$ cat config.mk
export PLATFORM = sky130hd
export DESIGN_NAME = perceptron_trainer
export DESIGN_NICKNAME = d
export VERILOG_FILES = /design/src/rtl/perceptron_trainer.sv
export SDC_FILE = /design/constraint.sdc
export NUM_CORES = 1
export LEC_CHECK = 0
export CORE_UTILIZATION = 54
export DETAILED_ROUTE_END_ITERATION = 6
export HOLD_SLACK_MARGIN = 0.06
export PLACE_DENSITY = 0.83
export SLEW_MARGIN = 5
export SYNTH_ARGS = -nofsm -noshare
export SYNTH_HDL_FRONTEND = slang
export SYNTH_SLANG_ARGS = --single-unit
$ cat constraint.sdc
create_clock -name clk -period 3.3 [get_ports clk]
set_input_delay 0.99 -clock clk [delete_from_list [all_inputs] [get_ports clk]]
set_output_delay 0.99 -clock clk [all_outputs]
set_load 0.02 [all_outputs]
$ cat src/rtl/perceptron_trainer.sv
// Training stage for a 2-input perceptron: feeds x/weights, samples p_in, applies the learning rule.
// Optional WEIGHT_SAT_EN: weight fields saturate instead of wrapping.
module perceptron_trainer #(
  parameter int unsigned EPOCH_LEN   = 4,
  parameter int unsigned MAX_EPOCHS  = 15,
  parameter logic [12:0] INIT_WEIGHT = 13'h0000
) (
  input  logic        clk,
  input  logic        rst,
  input  logic        start,
  input  logic        sample_valid,
  output logic        sample_ready,
  input  logic [1:0]  sample_x,
  input  logic        sample_target,
  input  logic        p_in,
  output logic [1:0]  x_out,
  output logic [12:0] weight_out,
  output logic        upd_valid,
  output logic        upd_err,
  output logic        busy,
  output logic        done,
  output logic        converged,
  output logic [3:0]  epoch_cnt
);

  localparam logic [3:0] EPOCH_LEN_C  = 4'(EPOCH_LEN);
  localparam logic [3:0] MAX_EPOCHS_C = 4'(MAX_EPOCHS);

  typedef enum logic [2:0] {S_IDLE, S_FETCH, S_EVAL, S_UPDATE, S_DONE} state_t;

  state_t      state_q;
  logic [1:0]  x_q;
  logic        target_q;
  logic [12:0] weight_q;
  logic [12:0] weight_d;
  logic        ready_q;
  logic        upd_valid_q;
  logic        upd_err_q;
  logic        busy_q;
  logic        done_q;
  logic        conv_q;
  logic [3:0]  epoch_q;
  logic [3:0]  samp_q;
  logic [3:0]  errc_q;

  logic        err;
  logic        mis_pos;
  logic        mis_neg;
  logic [3:0]  samp_d;
  logic [3:0]  errc_d;
  logic [3:0]  epoch_d;

  // 5-bit two's complement weight adjusted by +1/-1/0
  function automatic logic [4:0] adj_w(input logic [4:0] w, input logic inc, input logic dec);
    logic [4:0] r;
`ifdef WEIGHT_SAT_EN
    logic signed [5:0] s;
    s = $signed({w[4], w}) + $signed({5'd0, inc}) - $signed({5'd0, dec});
    if (s > 6'sd15)       r = 5'h0F;
    else if (s < -6'sd16) r = 5'h10;
    else                  r = s[4:0];
`else
    r = w + {4'd0, inc} - {4'd0, dec};
`endif
    return r;
  endfunction

  // 3-bit unsigned threshold adjusted by +1/-1/0
  function automatic logic [2:0] adj_th(input logic [2:0] th, input logic inc, input logic dec);
    logic [2:0] r;
`ifdef WEIGHT_SAT_EN
    logic [3:0] s;
    s = {1'b0, th} + {3'd0, inc} - {3'd0, dec};
    if (s[3]) r = dec ? 3'd0 : 3'd7;
    else      r = s[2:0];
`else
    r = th + {2'd0, inc} - {2'd0, dec};
`endif
    return r;
  endfunction

  always_comb begin
    err      = p_in ^ target_q;
    mis_pos  = target_q & ~p_in;
    mis_neg  = ~target_q & p_in;
    samp_d   = samp_q + 4'd1;
    errc_d   = errc_q + {3'd0, err};
    epoch_d  = epoch_q + 4'd1;
    weight_d = {adj_th(weight_q[12:10], mis_neg, mis_pos),
                adj_w(weight_q[9:5], mis_pos & x_q[1], mis_neg & x_q[1]),
                adj_w(weight_q[4:0], mis_pos & x_q[0], mis_neg & x_q[0])};
  end

  always_ff @(posedge clk) begin
    if (rst) begin
      state_q     <= S_IDLE;
      x_q         <= 2'b00;
      target_q    <= 1'b0;
      weight_q    <= INIT_WEIGHT;
      ready_q     <= 1'b0;
      upd_valid_q <= 1'b0;
      upd_err_q   <= 1'b0;
      busy_q      <= 1'b0;
      done_q      <= 1'b0;
      conv_q      <= 1'b0;
      epoch_q     <= 4'd0;
      samp_q      <= 4'd0;
      errc_q      <= 4'd0;
    end else begin
      upd_valid_q <= 1'b0;
      case (state_q)
        S_IDLE, S_DONE: begin
          if (start) begin
            samp_q  <= 4'd0;
            errc_q  <= 4'd0;
            epoch_q <= 4'd0;
            done_q  <= 1'b0;
            conv_q  <= 1'b0;
            ready_q <= 1'b1;
            busy_q  <= 1'b1;
            state_q <= S_FETCH;
          end
        end
        S_FETCH: begin
          if (sample_valid && ready_q) begin
            x_q      <= sample_x;
            target_q <= sample_target;
            ready_q  <= 1'b0;
            state_q  <= S_EVAL;
          end
        end
        S_EVAL: state_q <= S_UPDATE;
        S_UPDATE: begin
          weight_q    <= weight_d;
          upd_valid_q <= 1'b1;
          upd_err_q   <= err;
          errc_q      <= errc_d;
          if (samp_d == EPOCH_LEN_C) begin
            samp_q  <= 4'd0;
            epoch_q <= epoch_d;
            if (errc_d == 4'd0 || epoch_d == MAX_EPOCHS_C) begin
              conv_q  <= (errc_d == 4'd0);
              done_q  <= 1'b1;
              busy_q  <= 1'b0;
              state_q <= S_DONE;
            end else begin
              errc_q  <= 4'd0;
              ready_q <= 1'b1;
              state_q <= S_FETCH;
            end
          end else begin
            samp_q  <= samp_d;
            ready_q <= 1'b1;
            state_q <= S_FETCH;
          end
        end
        default: state_q <= S_IDLE;
      endcase
    end
  end

  assign sample_ready = ready_q;
  assign x_out        = x_q;
  assign weight_out   = weight_q;
  assign upd_valid    = upd_valid_q;
  assign upd_err      = upd_err_q;
  assign busy         = busy_q;
  assign done         = done_q;
  assign converged    = conv_q;
  assign epoch_cnt    = epoch_q;

endmodule

==> results.sh <==
export IMPL_root_buffer="clkbuf_8"
export IMPL_finalSetupTns_ns=0
export IMPL_ys_types=46
export IMPL_synth_seq_cells=37
export IMPL_cp_arrival_ns=3.29
export IMPL_relSlewSlack_pct=69.3
export IMPL_finalHoldViolations=0
export IMPL_netlist_instances=248
export IMPL_ios=33
export IMPL_drtPass1Iterations=4
export IMPL_via_per_inst=5.51
export IMPL_ys_seq_area_share_pct=34.7
export IMPL_cts_path_max_buffers=2
export IMPL_synth_avg_cell_area_um2=8.61
export IMPL_wl_um=4540
export IMPL_place_ws_ns=-0.366
export IMPL_fin_util_pct=73.9
export IMPL_cp_top_family="adder cells"
export IMPL_diodes=0
export IMPL_gp_congestion=0.815
export IMPL_rsz0062_at_grt="no"
export IMPL_fin_crit_ns=3.06
export IMPL_core_area_mm2=0.00372
export IMPL_overflow=0
export IMPL_track_usage_pct=23.3
export IMPL_cts_sinks=37
export IMPL_crit_chain="dlymetal6s2s_1 -> ha_2 -> and2_1 -> ha_1 -> inv_1 -> ha_2 -> fa_2 -> a21o_1 -> a21oi_2 -> xnor2_1 -> or3_4 -> a21oi_2"
export IMPL_synth_top_area_share_pct=34.7
export IMPL_dieArea_mm2=0.00421
export IMPL_hold_ws_ns=0.466
export IMPL_setup_violations=0
export IMPL_grt_max_degree=27
export IMPL_synth_nets=279
export IMPL_first_global_vias=1726
export IMPL_synth_edf_count=0
export IMPL_grt_pass1_wl_um=7570
export IMPL_async_flop_share_pct=0
export IMPL_clkLatencyLatePin_ns=0.29
export IMPL_hp_class="flip-flop to flip-flop"
export IMPL_initial_utilization_pct=57.5
export IMPL_run_status="completed"
export IMPL_critical_path_slowest_cell="or3_4"
export IMPL_crit_path_max_fanout=2
export IMPL_wl_per_cell_um=13.4
export IMPL_yosysWarnings=0
export IMPL_multiInputGateArea_mm2=0.00133
export IMPL_cp_buffers_inverters=2
export IMPL_cts_hold_buf=0
export IMPL_fmax_mhz=327
export IMPL_antenna_found_initial=0
export IMPL_synth_area_leaders="dfxtp_1, ha_1, a21oi_1"
export IMPL_netlist_area_mm2=0.00214
export IMPL_die_x_um=64.9
export IMPL_worst_slew_pin_slew_ns=0.458
export IMPL_first_iter_violations=72
export IMPL_regArea_um2=741
export IMPL_crit_type="input port to flip-flop"
export IMPL_startpoint_type="input port"
export IMPL_rows=22
export IMPL_cts_setup_buffers=0
export IMPL_final_nets=322
export IMPL_cts_buffers=5
export IMPL_power_leakage_nw=1.09
export IMPL_port_buffers=32
export IMPL_drv_cap=0
export IMPL_htree_levels=2
export IMPL_cts_tree="yes"
export IMPL_clock_skew_ns=0.00499
export IMPL_drv_slew=0
export IMPL_worst_slack_ns=0.241
export IMPL_drc=0
export IMPL_post_dp_hpwl_um=3200
export IMPL_n_fill_cell=280
export IMPL_die_h_um=64.9
export IMPL_power_density_mw_per_mm2=367
export IMPL_ant_nets=0
export IMPL_required_ns=3.53
export IMPL_ys_flop_type="dfxtp_1"
export IMPL_drive_above_1_share_pct=14.4
export IMPL_clk_pin_slew_ns=0.07
export IMPL_finalCritPeriodShare_pct=92.7
export IMPL_critPathMaxStageDelay_ns=0.40
export IMPL_synth_top_area_cell="dfxtp_1"
export IMPL_area_growth_pct=28.6
export IMPL_crit_path_end_kind="flip-flop"
export IMPL_num_vias=1874
export IMPL_ir_drop_uv=286
state kept, by name (all words and copies together) (netlist names):
register / cells
busy: 1
target_q: 1
sample_ready: 1
errc_q: 4
epoch_cnt: 4
upd_err: 1
converged: 1
x_out: 2
samp_q: 4
state_q: 3
weight_out: 13
done: 1
upd_valid: 1
logic make-up (layout without fill, tap and decap cells):
family / after synthesis / in the layout / synth area share [%]
compound gates: 64 / 64 / 20.3
mux: 5 / 5 / 2.34
flops: 37 / 37 / 34.7
xor+xnor: 8 / 8 / 3.28
buf+inv: 25 / 69 / 4.80
fa+ha+maj: 23 / 23 / 14.5
simple gates: 86 / 86 / 20.1
layer usage:
| layer | vias to the layer above | global-route usage [%] | part of all wire (%) |
|---|---|---|---|
| li1 | 958 | - | - |
| met1 | 876 | 26.9 | 46 |
| met2 | 29 | 41.8 | 49 |
| met3 | 11 | 4.75 | 3.0 |
| met4 | 0 | 8.33 | 1.6 |
| met5 | - | 0 | 0 |
metrics by stage:
stage               instances  instance area [um^2]  power (W)
floorplan                 248                  2140   0.000518
global placement          332                  2570   0.000550
detailed placement        332                  2570   0.000551
CTS                       340                  2730    0.00101
global route              340                  2750    0.00105
finish                    340                  2750    0.00101
Yosys cell counts, drive strengths merged, types with 4 or more instances:
cell / n
a211oi: 6
a21o: 8
a21oi: 24
and2: 4
buf: 5
clkbuf: 5
dfxtp: 37
ha: 20
inv: 15
mux2i: 5
nand2: 25
nand3: 5
nor2: 24
nor2b: 4
nor3: 4
o21ai: 8
xnor2: 5
path summary, 6_finish.rpt:
kind | startpoint | end | slack, ns | cells past startpoint
max | p_in | weight_out[4]$_SDFFE_PP0P_ | 0.24 | 12
max reg2reg | target_q$_SDFFE_PP0P_ | weight_out[4]$_SDFFE_PP0P_ | 0.66 | 12
min reg2reg | done$_SDFFE_PP0P_ | done$_SDFFE_PP0P_ | 0.47 | 2
min | done$_SDFFE_PP0P_ | done$_SDFFE_PP0P_ | 0.47 | 2
repair_timing:
item / 4_1_cts / 5_1_grt
pin swaps: 3 / 1
setup endpoints to repair: 3 / 8
endpoints found under the hold margin: 0 / 0
resized for setup: 6 / 6
power by group:
group          switching [W]  internal, W  total [W]
combinational      0.0000446    0.0000403  0.0000849
sequential        0.00000713     0.000452   0.000459
clock               0.000165     0.000300   0.000465
cell type report:
type | instances | area share (%)
clock buffers | 5 | 2.50
inverters | 15 | 2.05
flip-flops and latches | 37 | 27.0
clock inverters | 3 | 2.37
well taps | 48 | 2.19
repair buffers | 46 | 15.6
multi-input cells | 186 | 48.4
worst min-delay path: stages (launching register included):
cell	delay, ns
dfxtp_1	0.32
nand2_1	0.05
a21oi_1	0.05
placed cells by master, fill, tap and decap left out, types with 5 or more instances in the layout:
cell and instances:
mux2i_1 5, xnor2_1 5, buf_4 14, inv_1 14, nand3_1 5, nor2_1 24
nand2_1 25, dfxtp_1 37, clkdlybuf4s50_1 31, clkbuf_8 5, a21o_1 8, a211oi_1 5
o21ai_0 7, a21oi_1 20, ha_1 17
Power figures use the tool's default switching activity.
